**config.mk**
```make
export PLATFORM = sky130hd
export DESIGN_NAME = seq_bit_serializer
export DESIGN_NICKNAME = d
export VERILOG_FILES = /design/src/rtl/seq_bit_serializer.sv
export SDC_FILE = /design/constraint.sdc
export NUM_CORES = 1
export LEC_CHECK = 0
export CAP_MARGIN = 40
export CORE_MARGIN = 4
export CORE_UTILIZATION = 35
export DETAILED_ROUTE_END_ITERATION = 8
export DONT_BUFFER_PORTS = 1
export PLACE_DENSITY = 0.51
export RECOVER_POWER = 50
export SYNTH_ARGS = -nofsm -noshare
export SYNTH_HDL_FRONTEND = slang
export SYNTH_SLANG_ARGS = --single-unit
```
**constraint.sdc**
```tcl
create_clock -name clk -period 6.4 [get_ports clk]
set_input_delay 1.28 -clock clk [delete_from_list [all_inputs] [get_ports clk]]
set_output_delay 1.28 -clock clk [all_outputs]
set_load 0.005 [all_outputs]
```
**src/rtl/seq_bit_serializer.sv**
```systemverilog
// seq_bit_serializer
// Turns parallel words into a serial bit stream (x / x_valid) that feeds a
// 1010 pattern detector. It holds one active word in a shift register and
// buffers one more word in a pending register, so a steady producer keeps
// x_valid high without gaps.
//
// Ports
//   clk       : single clock, all state updates on its rising edge
//   rst       : synchronous, active-high reset
//   din       : parallel word offered for transfer
//   din_valid : din holds a word
//   din_ready : a word can be accepted this cycle (pending slot empty)
//   x         : serial data bit, forced to 0 when x_valid is low
//   x_valid   : x carries a real data bit (state SHIFT)
//   busy      : a word is being shifted or one is pending
module seq_bit_serializer #(
  parameter int WIDTH     = 8,
  parameter bit MSB_FIRST = 1'b1
) (
  input  logic             clk,
  input  logic             rst,
  input  logic [WIDTH-1:0] din,
  input  logic             din_valid,
  output logic             din_ready,
  output logic             x,
  output logic             x_valid,
  output logic             busy
);

  localparam int CW = (WIDTH > 1) ? $clog2(WIDTH) : 1;
  localparam logic [CW-1:0] LAST = CW'(WIDTH - 1);

  typedef enum logic {
    IDLE  = 1'b0,
    SHIFT = 1'b1
  } state_t;

  state_t           state_q, state_d;
  logic [CW-1:0]    cnt_q, cnt_d;
  logic [WIDTH-1:0] sreg_q, sreg_d;
  logic [WIDTH-1:0] pend_q;
  logic             pend_full_q, pend_full_d;
  logic             load_pend;
  logic             accept;

  // Advance the shift register by one bit; the bit on x always sits at the
  // output end, so the register moves toward that end.
  function automatic logic [WIDTH-1:0] shift_step(input logic [WIDTH-1:0] v);
    if (MSB_FIRST) shift_step = {v[WIDTH-2:0], 1'b0};
    else           shift_step = {1'b0, v[WIDTH-1:1]};
  endfunction

  function automatic logic out_bit(input logic [WIDTH-1:0] v);
    if (MSB_FIRST) out_bit = v[WIDTH-1];
    else           out_bit = v[0];
  endfunction

  // Outputs depend only on registered state and rst, never on din/din_valid.
  assign din_ready = ~pend_full_q & ~rst;
  assign accept    = din_valid & din_ready;
  assign x_valid   = (state_q == SHIFT) & ~rst;
  assign x         = x_valid ? out_bit(sreg_q) : 1'b0;
  assign busy      = ((state_q == SHIFT) | pend_full_q) & ~rst;

  always_comb begin
    state_d     = state_q;
    cnt_d       = cnt_q;
    sreg_d      = sreg_q;
    pend_full_d = pend_full_q;
    load_pend   = 1'b0;
    case (state_q)
      IDLE: begin
        if (accept) begin
          sreg_d  = din;
          cnt_d   = '0;
          state_d = SHIFT;
        end
      end
      SHIFT: begin
        if (cnt_q == LAST) begin
          // Last bit of the active word ends here: chain the next word
          // in without a gap if one is available, else fall back to IDLE.
          cnt_d = '0;
          if (pend_full_q) begin
            sreg_d      = pend_q;
            pend_full_d = 1'b0;
          end else if (accept) begin
            sreg_d = din;
          end else begin
            sreg_d  = '0;
            state_d = IDLE;
          end
        end else begin
          sreg_d = shift_step(sreg_q);
          cnt_d  = cnt_q + 1'b1;
          if (accept) begin
            load_pend   = 1'b1;
            pend_full_d = 1'b1;
          end
        end
      end
      default: state_d = IDLE;
    endcase
  end

  always_ff @(posedge clk) begin
    if (rst) begin
      state_q     <= IDLE;
      cnt_q       <= '0;
      sreg_q      <= '0;
      pend_full_q <= 1'b0;
    end else begin
      state_q     <= state_d;
      cnt_q       <= cnt_d;
      sreg_q      <= sreg_d;
      pend_full_q <= pend_full_d;
    end
  end

  // Pending data needs no reset: pend_full_q alone says whether it is live.
  always_ff @(posedge clk) begin
    if (load_pend) pend_q <= din;
  end

endmodule

```
# After elaboration in Yosys (flattened, before gate mapping)
# Cells that the tools add are included.
# totals
ff_bits	21
out_inout_bits	4
wordCells	35
# op_classes
addsub	1
eq_ne	2
muxes	17
n_bitwise	8
reduce_logical	2
# op_table
operator	n
8-bit two-way mux	4
8-bit one-hot mux with 2 select lines	1
1-bit two-way mux	8
3-bit two-way mux	2
3-bit one-hot mux with 2 select lines	1
1-bit bitwise AND	4
3-bit by 1-bit adder with 3-bit output, second input constant	1
3-bit == test, second input constant	1
1-bit inverter	3
2-bit inequality test, second input constant	1
1-bit one-hot mux with 2 select lines	1
2-bit AND reduction	1
2-bit nonzero test	1
1-bit bitwise OR	1

# Longest topological paths before layout
# depth
ltp_word	7
mapped_depth	6
ltp_nobuf	5

# Least setup slack after synthesis
# Ideal clock, no wire load.
# synth_path
path_kind	input-to-output
start	input port rst
end	output port x
arrival_time_ns	1.723
slack_ns	3.397
path_stages	3
n_path_buf	1
cell_sequence	buf_6 > nor2b_1 > and2_1
# synth_between
elab_chain_len	3
# synth_rtl
element	line_no	source
start: declaration	21	input logic rst,
1-bit inverter	61	assign x_valid = (state_q == SHIFT) & ~rst;
1-bit bitwise AND	61	
via x_valid	26	output logic x_valid,
1-bit two-way mux	62	assign x = x_valid ? out_bit(sreg_q) : 1'b0;
end: declaration	25	output logic x,
# The timed path passes the listed nets, and every way through them passes these cells.

# Worst setup path after layout
# layout_path
start	input port rst
end	output port x
# layout_between
elab_chain_len	3
# layout_rtl
element	line_no
1-bit inverter	61
1-bit bitwise AND	61
1-bit two-way mux	62
# Every way passes these cells.

==> metrics <==
setup TNS 0 ns; Min Hold Slack 0.5030 ns; GR Util All Layers 13.08%; DP Wirelength 1.406 mm; crit-path max cell delay 0.24 ns; Reg2Reg Depth 4; CTS root buf clkbuf_4; number of flops mapped to enable cells by yosys 8; FILL cells 290; Final Max Slew Viols 0; Worst EP required 5.12 ns; top cell type's share of synthesized area 25.94%; minimum clock period 3.006 ns; GP Congestion 0.7183; Synthesized Nets 114; DRT iter0 DRCs 72; Synth Flop Type dfxtp_1; CORE AREA 0.002758 mm^2; Cell Pwr Density 227.3 mW/mm^2; Lkg Pwr 0.0003668 uW; worst setup path start rst; DIE AREA 0.003788 mm^2; # H-tree levels 1; gr ovfl total 0; Critical Path AT 1.73 ns; synthesized area 0.001003 mm^2; initial antenna violation count 0; WL final 2.184 mm; CP endpoint kind primary output; Top Ports 15; syn_area_per_cell 9.935 um^2; Synth area leader dfxtp_1; reg2reg start cnt_q[0]; Routed WL per cell 16.80 um; pin count of the biggest net entering global routing 28; post-synthesis instance total 101; DRC Markers 0; vias 762; Worst-Margin Slew 0.6487 ns; crit-path cells nor2b_1 > and2_1; max cap viols 0; CTS tree built; Post CTS Setup Buffer Count 0; WP depth 2; Die Ht 61.55 um; CP max-delay cell nor2b_1; most common cell in the netlist dfxtp_1; status completed; Crit Path Category in2out; nets 113; Clock Latency Late Sink 0.30 ns; vias per cell 5.862; Achievable Freq 0.3327 GHz; Area contributors post-synth dfxtp_1 (26%), edfxtp_1 (24%), nand3b_1 (7.5%), nor2b_1 (5.6%), a31oi_1 (5.0%); unrepaired setup endpoints after global routing false; Critical Path End x; Area Overhead vs Synth 2.868%; ys async rst share 0%; CP delay by family, top simple AND/OR/NAND/NOR gates; Worst R2R Setup Slack 4.28 ns; number of buffers and inverters on the critical path 0; ant diodes 0; Max IR drop VDD 0.1630 mV; YS warnings 0; Sink Count 21; Crit Path Max Fanout 18; Layout Skew 0.001422 ns; Tcrit/Tclk final 46.96%; Hold Vio Cnt, Final 0; Worst-path clk slew 0.12 ns; r2r endpoint pend_q[6]; Hold Buf Count CTS 0; flops & latches, synth 21; Pwr Total 234.6 uW; CTS resizes 0; vias in the first global route 704; share of layout cells above drive strength 1 7.071%; post-synthesis cell type count 25; Die Width 61.55 um; Commonest cells post-synth dfxtp_1 (13), nand3b_1 (10), nor2b_1 (9); FP Rows 19; Initial Util 36.39%; Setup Viol. Count Final 0; first-pass GRT wire length 3.581 mm; CTS max path bufs 2; DRT Pass-1 Iters 4; slew margin rel. 56.76%; register area share after synthesis 49.88%; antenna viol nets, final 0; total CTS buffers 3; Hold WC Path Type reg2reg; Port Buffers 0; startpoint types primary input
worst min-delay path by stage:
stage / cells past startpoint / endpoint / from
2_1_floorplan: 2 / cnt_q[1] / cnt_q[1]
3_3_place_gp: 2 / cnt_q[2] / cnt_q[2]
3_5_place_dp: 2 / sreg_q[1] / sreg_q[1]
4_1_cts: 2 / sreg_q[1] / sreg_q[1]
5_1_grt: 2 / sreg_q[1] / sreg_q[1]
6_report: 2 / cnt_q[2] / cnt_q[2]
report_power, final:
part	internal (uW)	switching, uW	total (uW)	leakage [uW]
combinational	9.63	12.9	22.5	0.000170
clock	23.3	41.1	64.4	0.0000177
sequential	144	3.57	148	0.000179
total	177	57.5	235	0.000367
flip-flops by register name, indices dropped and copies added (netlist names):
signal / flops
cnt_q: 3
pend_full_q: 1
pend_q: 8
sreg_q: 8
state_q: 1
layout by cell type (no fill, tap or decap):
cell,instances
nor2b_1,9
nand4_1,1
nand3b_1,10
o21ai_0,6
clkinv_2,1
buf_4,1
a31oi_1,8
nor3b_4,1
inv_1,1
clkbuf_4,3
and3_1,7
ha_1,2
edfxtp_1,8
o21ai_1,2
a21oi_1,4
o22ai_1,1
nor2_1,3
or3b_1,1
nor3b_1,1
nand3_1,8
buf_2,1
nand2b_1,3
a211oi_1,1
nand2_1,2
dfxtp_1,13
and2_1,1
cell type report:
cell class	count	area, um^2	area share, %
clock buffers	3	22.52	2.182
well taps	31	38.79	3.758
flip-flops and latches	21	500.5	48.48
multi-input cells	71	449.2	43.52
repair buffers	2	12.51	1.212
clock inverters	1	5.005	0.4848
inverters	1	3.754	0.3636
routing by layer:
layer | vias to the layer above | part of all wire, % | global-route usage (%)
met5 | - | 0 | 0
li1 | 364 | - | -
met1 | 373 | 49 | 19.26
met3 | 2 | 8.3 | 6.709
met4 | 0 | 0.46 | 3.030
met2 | 23 | 42 | 16.74
logic make-up (layout without fill, tap and decap cells):
kind of cell	Yosys count	in the layout	synth area share, %
simple gates	47	47	29.93
compound gates	22	22	12.35
flops	21	21	49.88
buf+inv	9	7	5.361
fa+ha+maj	2	2	2.493
per-stage QoR:
step           cells  cell area [um^2]  setup WS, ns  util [%]
3_3_place_gp     125             999.7         3.406     36.25
6_report         130              1032         3.394     37.43
3_5_place_dp     126              1005         3.408     36.43
5_1_grt          130              1032         3.367     37.43
4_1_cts          130              1032         3.402     37.43
2_1_floorplan    101              1003         3.397         -
(Power assumes the default switching activity.)
